### config.mk
export PLATFORM = sky130hd
export DESIGN_NAME = btn_debounce
export DESIGN_NICKNAME = d
export VERILOG_FILES = /design/src/rtl/btn_debounce.sv
export SDC_FILE = /design/constraint.sdc
export NUM_CORES = 1
export LEC_CHECK = 0
export CORE_MARGIN = 4
export CORE_UTILIZATION = 31
export DETAILED_ROUTE_END_ITERATION = 10
export HOLD_SLACK_MARGIN = 0.08
export MAX_ROUTING_LAYER = met4
export PLACE_DENSITY_LB_ADDON = 0.05
export REMOVE_ABC_BUFFERS = 1
export SLEW_MARGIN = 20
export SYNTH_ARGS = -nofsm -noshare
export SYNTH_HDL_FRONTEND = slang
export SYNTH_SLANG_ARGS = --single-unit
### constraint.sdc
create_clock -name i_clk -period 1.8 [get_ports i_clk]
set_input_delay 0.36 -clock i_clk [delete_from_list [all_inputs] [get_ports i_clk]]
set_output_delay 0.36 -clock i_clk [all_outputs]
set_load 0.02 [all_outputs]
### src/rtl/btn_debounce.sv
// Push-button conditioner: two-flop synchroniser, counter-qualified debounce FSM,
// registered level, press/release strobes and a long-press hold flag.
module btn_debounce #(
    parameter int unsigned DEBOUNCE_CYCLES = 270000,
    parameter int unsigned HOLD_CYCLES     = 27000000,
    parameter bit          BTN_ACTIVE_LOW  = 1'b0
) (
    input  logic i_clk,
    input  logic i_rst,
    input  logic i_btn,
    output logic o_btn,
    output logic o_press,
    output logic o_release,
    output logic o_hold
);

    localparam int unsigned CNT_W  = $clog2(DEBOUNCE_CYCLES + 1);
    localparam int unsigned HOLD_W = $clog2(HOLD_CYCLES + 1);

    localparam logic [CNT_W-1:0]  CNT_MAX  = CNT_W'(DEBOUNCE_CYCLES);
    localparam logic [CNT_W-1:0]  CNT_ONE  = CNT_W'(1);
    localparam logic [HOLD_W-1:0] HOLD_MAX = HOLD_W'(HOLD_CYCLES);
    localparam logic [HOLD_W-1:0] HOLD_ONE = HOLD_W'(1);

    typedef enum logic [1:0] {
        ST_RELEASED,
        ST_PRESS_WAIT,
        ST_PRESSED,
        ST_RELEASE_WAIT
    } state_t;

    state_t             state_q;
    state_t             state_d;
    logic [CNT_W-1:0]   cnt_q;
    logic [CNT_W-1:0]   cnt_d;
    logic [HOLD_W-1:0]  hold_cnt_q;
    logic [HOLD_W-1:0]  hold_cnt_d;
    logic               btn_d;
    logic               press_d;
    logic               release_d;
    logic               hold_d;

    logic               btn_norm;
    logic               sync_1;
    logic               sync_2;

    assign btn_norm = i_btn ^ BTN_ACTIVE_LOW;

    // Two-flop synchroniser on the normalised (1 = pressed) pad level
    always_ff @(posedge i_clk) begin
        if (i_rst) begin
            sync_1 <= 1'b0;
            sync_2 <= 1'b0;
        end else begin
            sync_1 <= btn_norm;
            sync_2 <= sync_1;
        end
    end

    // Next-state, counters and next output values
    always_comb begin
        state_d    = state_q;
        cnt_d      = cnt_q;
        hold_cnt_d = hold_cnt_q;
        btn_d      = o_btn;
        press_d    = 1'b0;
        release_d  = 1'b0;
        hold_d     = o_hold;

        // Hold timer runs while the accepted level is pressed; release bounces keep it
        if ((state_q == ST_PRESSED) || (state_q == ST_RELEASE_WAIT)) begin
            if (hold_cnt_q != HOLD_MAX) begin
                hold_cnt_d = hold_cnt_q + HOLD_ONE;
                if (hold_cnt_q == (HOLD_MAX - HOLD_ONE)) begin
                    hold_d = 1'b1;
                end
            end
        end

        case (state_q)
            ST_RELEASED: begin
                if (sync_2) begin
                    state_d = ST_PRESS_WAIT;
                    cnt_d   = CNT_ONE;
                end
            end
            ST_PRESS_WAIT: begin
                if (!sync_2) begin
                    state_d = ST_RELEASED;
                    cnt_d   = '0;
                end else if (cnt_q == CNT_MAX) begin
                    state_d = ST_PRESSED;
                    cnt_d   = '0;
                    btn_d   = 1'b1;
                    press_d = 1'b1;
                end else begin
                    cnt_d = cnt_q + CNT_ONE;
                end
            end
            ST_PRESSED: begin
                if (!sync_2) begin
                    state_d = ST_RELEASE_WAIT;
                    cnt_d   = CNT_ONE;
                end
            end
            ST_RELEASE_WAIT: begin
                if (sync_2) begin
                    state_d = ST_PRESSED;
                    cnt_d   = '0;
                end else if (cnt_q == CNT_MAX) begin
                    // Accepted release overrides a hold that would mature on this edge
                    state_d    = ST_RELEASED;
                    cnt_d      = '0;
                    btn_d      = 1'b0;
                    release_d  = 1'b1;
                    hold_d     = 1'b0;
                    hold_cnt_d = '0;
                end else begin
                    cnt_d = cnt_q + CNT_ONE;
                end
            end
            default: begin
                state_d = ST_RELEASED;
                cnt_d   = '0;
            end
        endcase
    end

    // State, counters and registered outputs
    always_ff @(posedge i_clk) begin
        if (i_rst) begin
            state_q    <= ST_RELEASED;
            cnt_q      <= '0;
            hold_cnt_q <= '0;
            o_btn      <= 1'b0;
            o_press    <= 1'b0;
            o_release  <= 1'b0;
            o_hold     <= 1'b0;
        end else begin
            state_q    <= state_d;
            cnt_q      <= cnt_d;
            hold_cnt_q <= hold_cnt_d;
            o_btn      <= btn_d;
            o_press    <= press_d;
            o_release  <= release_d;
            o_hold     <= hold_d;
        end
    end

endmodule

; Word level (Yosys, flattened, before mapping)
; Cells that the tools add are included.
[totals]
reg_bits = 52
in_bits = 3
out_inout_bits = 4
elab_cells = 66
[op_classes]
add_sub_neg = 2
n_eq_ne = 14
n_mux = 30
n_bitwise = 3
reduce_logical = 8
[op_table]
columns = op, n
row1 = 25-bit 2-to-1 mux, 5
row2 = 19-bit 2-to-1 mux, 5
row3 = 19-bit case mux with 4 select lines, 1
row4 = "25-bit by 1-bit adder with 25-bit output, second input constant", 1
row5 = "25-bit equality test, second input constant", 1
row6 = "25-bit inequality test, second input constant", 1
row7 = "19-bit by 1-bit adder with 19-bit output, second input constant", 1
row8 = "19-bit equality test, second input constant", 1
row9 = 2-bit 2-to-1 mux, 6
row10 = 1-bit 2-to-1 mux, 11
row11 = "2-bit inequality test, second input constant", 5
row12 = 2-bit case mux with 4 select lines, 1
row13 = 3-bit OR reduction, 2
row14 = 5-bit AND reduction, 1
row15 = "2-bit equality test, second input constant", 2
row16 = 4-bit AND reduction, 1
row17 = "3-bit by 2-bit inequality test with 1-bit output, second input constant", 1
row18 = "3-bit inequality test, second input constant", 1
row19 = 1-bit NOT, 3
row20 = "2-bit by 1-bit equality test with 1-bit output, second input constant", 1
row21 = 2-bit zero test, 1
row22 = "2-bit by 1-bit inequality test with 1-bit output, second input constant", 1
row23 = 1-bit case mux with 2 select lines, 1
row24 = 2-bit AND reduction, 1
row25 = other kinds (2), 2

; Logic depth before layout (Yosys ltp)
; Gate-level depths: netlist of the first run.
[logic_depth]
word_depth = 7
depth_mapped = 8
ltp_nobuf = 7

; Worst setup path before layout of the first run
; Ideal clock, no wire load.
[synth_path]
path_kind = register to register
from = reg hold_cnt_q[0]
to = reg hold_cnt_q[1]
setup_ns = 0.117
arrival_ns = 1.808
t_required_ns = 1.683
slack_ns = -0.125
path_stages_with_launch = 8
path_buffers = 0
period_less_slack_ns = 1.925
cell_sequence = dfxtp_1 inv_1 ha_1 or4b_1 or3_4 o31ai_4 mux2i_1 nor2_1
[synth_between]
elab_chain_len = 6
elab_cells_between_ends = 7
classes_between = add/sub (1) / eq/ne (1) / mux (5)
[synth_lines]
columns = item, line
row1 = start: declaration, 36  ; logic [HOLD_W-1:0] hold_cnt_q;
row2 = start signal: assignment, 142  ; hold_cnt_q <= hold_cnt_d;
row3 = 25-bit by 1-bit adder with 25-bit output or 25-bit inequality test (tied branches), "73, 72"
row4 = 25-bit 2-to-1 mux *, 72  ; if (hold_cnt_q != HOLD_MAX) begin
row5 = 25-bit 2-to-1 mux *, 71  ; if ((state_q == ST_PRESSED) || (state_q == ST_RELEASE_WAIT)) begin
row6 = 25-bit 2-to-1 mux, 110  ; end else if (cnt_q == CNT_MAX) begin
row7 = 25-bit 2-to-1 mux, 107  ; if (sync_2) begin
row8 = 25-bit 2-to-1 mux *, 80  ; case (state_q)
; Every way passes the cells marked *; elsewhere a longest branch is shown, timed or not.
; A chain may end at the register's enable or synchronous reset.

; Worst setup path in the final report of the first run
; Same ends and word-level chain as after synthesis.

==> results.json, run 1 <==
{
  "period_share_pct": 111.4,
  "fp.dieW_um": 98.56,
  "crit_path_start_kind": "flop",
  "power.total_mw": 2.392,
  "fin_worst_skew_ps": 9.552,
  "h-tree-depth": 2,
  "drt_pass1_iterations": 4,
  "cts.reportedPaths.clkPinSlew_ps": 100,
  "post-route-drc-count": 0,
  "rsz0062_at_grt": "true",
  "grt_usage_pct": 15.07,
  "tritoncts": "done",
  "viasPerCell": 5.027,
  "worstHoldStart": "sync_1$_SDFF_PP0_",
  "final_area_um2": 3924,
  "gp_congestion": 0.8041,
  "slew_headroom_pct": 68.64,
  "syn_area_um2": 2542,
  "die_area_um2": 9714,
  "violations": "setup timing",
  "min_path_type": "reg2reg",
  "synth_edf_count": 0,
  "clk-insertion-delay-late_ps": 310,
  "routed-via-count": 2413,
  "fin_setup_tns_ps": -1590,
  "port_buffers": 6,
  "worst-path-max-fanout": 6,
  "nets": 384,
  "final-seq-area_um2": 1052,
  "grt_pass1_wl_mm": 11.74,
  "required_ps": 2010,
  "yosys.cell_types.count": 54,
  "final_util_pct": 50.00,
  "clock_path_buffers": 2,
  "placed_area_um2": 3131,
  "area_growth_syn_to_layout_pct": 54.33,
  "drt_iter0_drc": 123,
  "worstRegToRegCells": 8,
  "async_flop_share_pct": 0,
  "whs_endpoint": "sync_2$_SDFF_PP0_",
  "ys_ff_latch": 52,
  "min_period_ps": 2005,
  "num_rows": 32,
  "synth_top_area_share_pct": 40.94,
  "wl_mm": 6.852,
  "fp.coreArea_um2": 7848,
  "start_util_pct": 32.40,
  "drive_gt1_share_pct": 44.44,
  "fmax_mhz": 498.7,
  "multiInputGateArea_um2": 1790,
  "tightestPinTransition_ps": 468.9,
  "cap_violations": 0,
  "outcome": "complete, but fails checks",
  "vdd_ir_drop_max_mv": 0.4009,
  "pin_count": 7,
  "p_leak_nw": 1.387,
  "syn_avg_cell_area_um2": 8.648,
  "endpoint_kind": "flop",
  "synth_ff_type": "dfxtp_1",
  "max_stage_delay_ps": 450,
  "critPathTopFamily": "simple AND/OR/NAND/NOR gates",
  "grt_max_degree": 17,
  "cpMaxStageDelayCell": "or4b_4",
  "dp_hpwl_mm": 4.530,
  "cts.sinks": 52,
  "chipHeight_um": 98.56,
  "synthCells": 294,
  "timing.rr.start": "hold_cnt_q[0]$_SDFF_PP0_",
  "diodes": 0,
  "grt-ovfl-total": 0,
  "layout_setup_ws_ps": -205.3,
  "ys_warn_count": 0,
  "power_density_nw_per_um2": 609.7,
  "path_cells": "inv_2 > ha_2 > or4b_4 > or3_4 > o31ai_4 > buf_6 > mux2i_1 > nor2_1",
  "hold_depth": 1,
  "synth.yosys.seq_area_share_pct": 40.94,
  "antenna_found_initial": 0,
  "wl_per_cell_um": 14.28,
  "dp_slack_ps": -265.0,
  "synth.area.top_cells": "dfxtp_1, nor2_1, nand4_1",
  "drv_slew": 0,
  "yosysTopAreaCell": "dfxtp_1",
  "crit_arrival_ps": 2220,
  "grt_pass1_vias": 2330,
  "fill_cells": 788,
  "crit_buf_inv": 2,
  "hold_viol": 0,
  "regToRegEndpoint": "hold_cnt_q[1]$_SDFF_PP0_",
  "cts_made_buffers": 5,
  "root_buffer": "clkbuf_8",
  "ctsHoldBuffers": 0,
  "setup_viol": 33,
  "crit_type": "reg2reg",
  "drtAntennaViolNets": 0,
  "r2r_slack_ps": -210
}
[registers in the layout, indices dropped and copies added (netlist names), named ones only]
name	count
cnt_q	19
hold_cnt_q	25
o_btn	1
o_hold	1
o_press	1
o_release	1
state_q	1
sync_1	1
sync_2	1
[stage by stage]
| step | hold slack (ps) | std cells |
|---|---|---|
| final | 459.7 | 480 |
| after global routing | 478.4 | 480 |
| after global placement | 448.7 | 452 |
| after floorplan | 413.8 | 283 |
| after CTS | 464.5 | 474 |
| after detailed placement | 443.6 | 452 |
[layer usage]
layer	GRT usage, %	vias up	share of wire [%]
met5	-	-	0
met4	3.571	0	1.5
met2	21.79	20	45
met1	21.74	1133	52
li1	-	1246	-
met3	2.760	14	2.1
[placed cells by master (no fill, tap or decap), drive strengths merged, types with 3 or more instances in the layout]
cell           Yosys  layout
nand2b             6       6
nor2b              4       4
buf                7      80
nor3b              4       4
bufinv             0       3
inv                9       9
clkbuf             4       5
ha                 4       4
a21oi             16      16
or3                4       4
nand4             16      16
nor4               8       8
xor2              11      11
and4               3       3
dfxtp             52      52
o31ai              3       3
nor2              32      32
nor3              13      13
nand2             18      18
a31oi             11      11
o21ai              7       7
mux2i              3       3
and3               5       5
xnor2             11      11
clkdlybuf4s50      0       6
nand3             19      19
a22o               3       3
[synth_stat cells, types with 2 or more instances]
cell and number:
mux2i_1 3, o31ai_1 2, nand2b_1 6, nand3_1 19, or3_1 2, a21oi_1 16
and2_1 2, ha_1 4, dfxtp_1 52, and4_1 3, nand4_1 16, a31oi_1 11
clkbuf_1 4, nor3_1 12, inv_1 9, nand2_1 18, xor2_1 11, buf_2 4
o21ai_0 6, nor2_1 31, nor2b_1 4, or2_2 2, a22o_1 3, nor3b_1 4
xnor2_1 11, nor4_1 5, nor4_2 3, and3_1 5
[logic make-up after synthesis]
kind of cell,after synthesis,synth area share [%]
xor gates and xnor gates,22,7.579
muxes,3,1.181
DFF,52,40.94
AOI/OAI and AO/OA,51,13.58
and+or+nand+nor,142,31.15
adders and majority gates,4,1.969
buffers and inverters,20,3.592
[cell type report]
class / instances / area share (%)
clock buffers: 5 / 1.754
clock inverters: 3 / 2.296
repair buffers: 86 / 19.39
well taps: 102 / 3.253
inverters: 9 / 0.8610
flip-flops and latches: 52 / 26.82
multi-input cells: 223 / 45.63
[power by group]
part,switching [mW],leakage [nW],internal (mW)
Combinational,0.0723,0.885,0.0637
Sequential,0.00479,0.423,1.16
Clock,0.400,0.0784,0.695
[worst max path at each step]
stage,slack (ps),to,cells past startpoint,start
after floorplan,-380,cnt_q[10]$_SDFFE_PP0P_,5,flop
after global placement,-250,hold_cnt_q[1]$_SDFF_PP0_,7,hold_cnt_q[0]$_SDFF_PP0_
after detailed placement,-260,hold_cnt_q[1]$_SDFF_PP0_,7,hold_cnt_q[0]$_SDFF_PP0_
after CTS,-220,hold_cnt_q[1]$_SDFF_PP0_,8,hold_cnt_q[0]$_SDFF_PP0_
after global routing,-310,hold_cnt_q[1]$_SDFF_PP0_,8,hold_cnt_q[0]$_SDFF_PP0_
final,-210,hold_cnt_q[1]$_SDFF_PP0_,8,hold_cnt_q[0]$_SDFF_PP0_
[timing repair]
item	in CTS	in global routing
setup buffers	11	7
pin swaps	43	27
endpoints found under the setup margin	41	50
resized for setup	68	47
cloned	3	0
No activity file was read; power rests on OpenSTA's default activity.
==> run 2, diff against run 1 <==
--- a/config.mk
+++ b/config.mk
@@ -5,12 +5,13 @@
 export SDC_FILE = /design/constraint.sdc
 export NUM_CORES = 1
 export LEC_CHECK = 0
+export CORE_ASPECT_RATIO = 0.8
 export CORE_MARGIN = 4
 export CORE_UTILIZATION = 31
 export DETAILED_ROUTE_END_ITERATION = 10
 export HOLD_SLACK_MARGIN = 0.08
 export MAX_ROUTING_LAYER = met4
-export PLACE_DENSITY_LB_ADDON = 0.05
+export PLACE_DENSITY = 0.43
 export REMOVE_ABC_BUFFERS = 1
 export SLEW_MARGIN = 20
 export SYNTH_ARGS = -nofsm -noshare
==> results.json, run 2 (synthesis results as in run 1) <==
{
  "outcome": "complete, but fails checks",
  "violations": "setup timing",
  "num_rows": 29,
  "max_flop_register": "hold_cnt_q",
  "min_path_type": "reg2reg",
  "max_stage_delay_ps": 420,
  "slew_headroom_pct": 69.33,
  "multiInputGateArea_um2": 1805,
  "layout_setup_ws_ps": -204.3,
  "drtAntennaViolNets": 0,
  "grt-ovfl-total": 0,
  "h-tree-depth": 2,
  "rsz0062_at_grt": "true",
  "endpoint_kind": "flop",
  "largest_register_ffs": 25,
  "r2r_slack_ps": -200,
  "fmax_mhz": 498.9,
  "chipHeight_um": 89,
  "pin_count": 7,
  "fp.dieW_um": 109.3,
  "clk-insertion-delay-late_ps": 310,
  "hold_slack_ps": 457.6,
  "finalNonFillerCells": 486,
  "grt_pass1_vias": 2343,
  "antenna_found_initial": 0,
  "cts.sinks": 52,
  "gp_congestion": 0.7896,
  "p_switching_mw": 0.4621,
  "drt_pass1_iterations": 4,
  "clockPowerShare_pct": 35.9,
  "cap_violations": 0,
  "layout_common_cells": "buf_4, dfxtp_1, nand2_1, nand4_1, nor2_4",
  "die_area_um2": 9723,
  "diodes": 0,
  "drt_iter0_drc": 94,
  "area_growth_syn_to_layout_pct": 55.17,
  "min_period_ps": 2004,
  "grt_max_degree": 15,
  "crit_buf_inv": 2,
  "tightestPinTransition_ps": 460.1,
  "wl_mm": 6.937,
  "post-route-drc-count": 0,
  "root_buffer": "clkbuf_8",
  "drive_gt1_share_pct": 44.44,
  "viasPerCell": 5.043,
  "cpMaxStageDelayCell": "or4b_1",
  "critPathTopFamily": "simple AND/OR/NAND/NOR gates",
  "period_share_pct": 111.4,
  "intPower_mw": 1.566,
  "fill_cells": 749,
  "final-seq-area_um2": 1054,
  "tritoncts": "done",
  "path_cells": "inv_2 > ha_4 > or4b_1 > or3_4 > o31ai_4 > buf_6 > mux2i_1 > nor2_1",
  "reg_top3": "hold_cnt_q (25), cnt_q (19)",
  "p_comb_share_pct": 6.8,
  "fin_worst_skew_ps": 10.84,
  "port_buffers": 6,
  "crit_arrival_ps": 2200,
  "start_util_pct": 31.99,
  "dp_hpwl_mm": 4.593,
  "grt_pass1_wl_mm": 11.52,
  "dpl.cell_count": 460,
  "fp.coreArea_um2": 7946,
  "wl_per_cell_um": 14.27,
  "crit_path_start_kind": "flop",
  "p_leak_nw": 1.377,
  "setup_viol": 31,
  "p_seq_share_pct": 57.3,
  "worst-path-max-fanout": 6,
  "routed-via-count": 2451,
  "crit_type": "reg2reg",
  "hold_viol": 0,
  "grt_usage_pct": 15.45,
  "cts_made_buffers": 5,
  "swShare_pct": 22.79,
  "nets": 385,
  "power_density_nw_per_um2": 514.0,
  "cts.reportedPaths.clkPinSlew_ps": 90,
  "mostFrequentLayoutCell": "buf_4",
  "vdd_ir_drop_max_mv": 0.3125,
  "required_ps": 2000,
  "drv_slew": 0,
  "clock_path_buffers": 2
}
run 2: per-stage QoR:
stage | cell area [um2] | TNS [ps] | util [%] | total power [mW] | setup WS [ps]
5_1_grt | 3945 | -4084 | 49.65 | 2.116 | -277.2
3_5_place_dp | 3166 | -5600 | 39.84 | 1.280 | -244.7
3_3_place_gp | 3166 | -4794 | 39.84 | 1.281 | -235.3
2_1_floorplan | 2485 | -7652 | - | 1.229 | -375.5
6_report | 3945 | -1459 | 49.65 | 2.028 | -204.3
4_1_cts | 3553 | -2071 | 44.72 | 2.041 | -235.1
run 2: timing repair:
item	CTS	global route
pin swaps	22	38
endpoints found under the setup margin	40	47
gates cloned	3	1
hold buffers	0	0
gates resized for setup	49	70
buffers inserted	7	9
run 2: layer usage:
layer  part of all wire [%]  up-vias  wire length (um)  GRT usage [%]
met4                   0.84        0                58          3.624
met5                      0        -                 0              -
li1                       -     1237                 -              -
met1                     52     1170              3625          22.24
met3                    4.8        4               334          3.610
met2                     42       40              2919          21.79
run 2: worst paths after layout:
kind                         endpoint                      from  depth (start not counted)
max          hold_cnt_q[1]$_SDFF_PP0_  hold_cnt_q[0]$_SDFF_PP0_                          8
min                 sync_2$_SDFF_PP0_         sync_1$_SDFF_PP0_                          1
min reg2reg         sync_2$_SDFF_PP0_         sync_1$_SDFF_PP0_                          1
max reg2reg  hold_cnt_q[1]$_SDFF_PP0_  hold_cnt_q[0]$_SDFF_PP0_                          8
run 2: area by class of cell:
type / instances / share of cell area (%)
Multi-Input combinational cell: 223 / 45.77
Sequential cell: 52 / 26.70
Timing Repair Buffer: 87 / 20.81
Clock buffer: 7 / 2.442
Inverter: 9 / 0.8563
Tap cell: 108 / 3.425
run 2: power by group through the flow:
stage | sequential, mW | combinational [mW] | clock, mW
final | 1.16 | 0.138 | 0.727
after global placement | 1.19 | 0.0921 | 0
after detailed placement | 1.19 | 0.0917 | 0
after global routing | 1.16 | 0.149 | 0.802
after floorplan | 1.19 | 0.0355 | 0
after CTS | 1.16 | 0.115 | 0.763
run 2: worst reg2reg max path, stage by stage, from the launching register on:
cell and delay, ps:
dfxtp_2 330, inv_2 70, ha_4 110, or4b_1 420
or3_4 400, o31ai_4 180, buf_6 150, mux2i_1 170
nor2_1 60
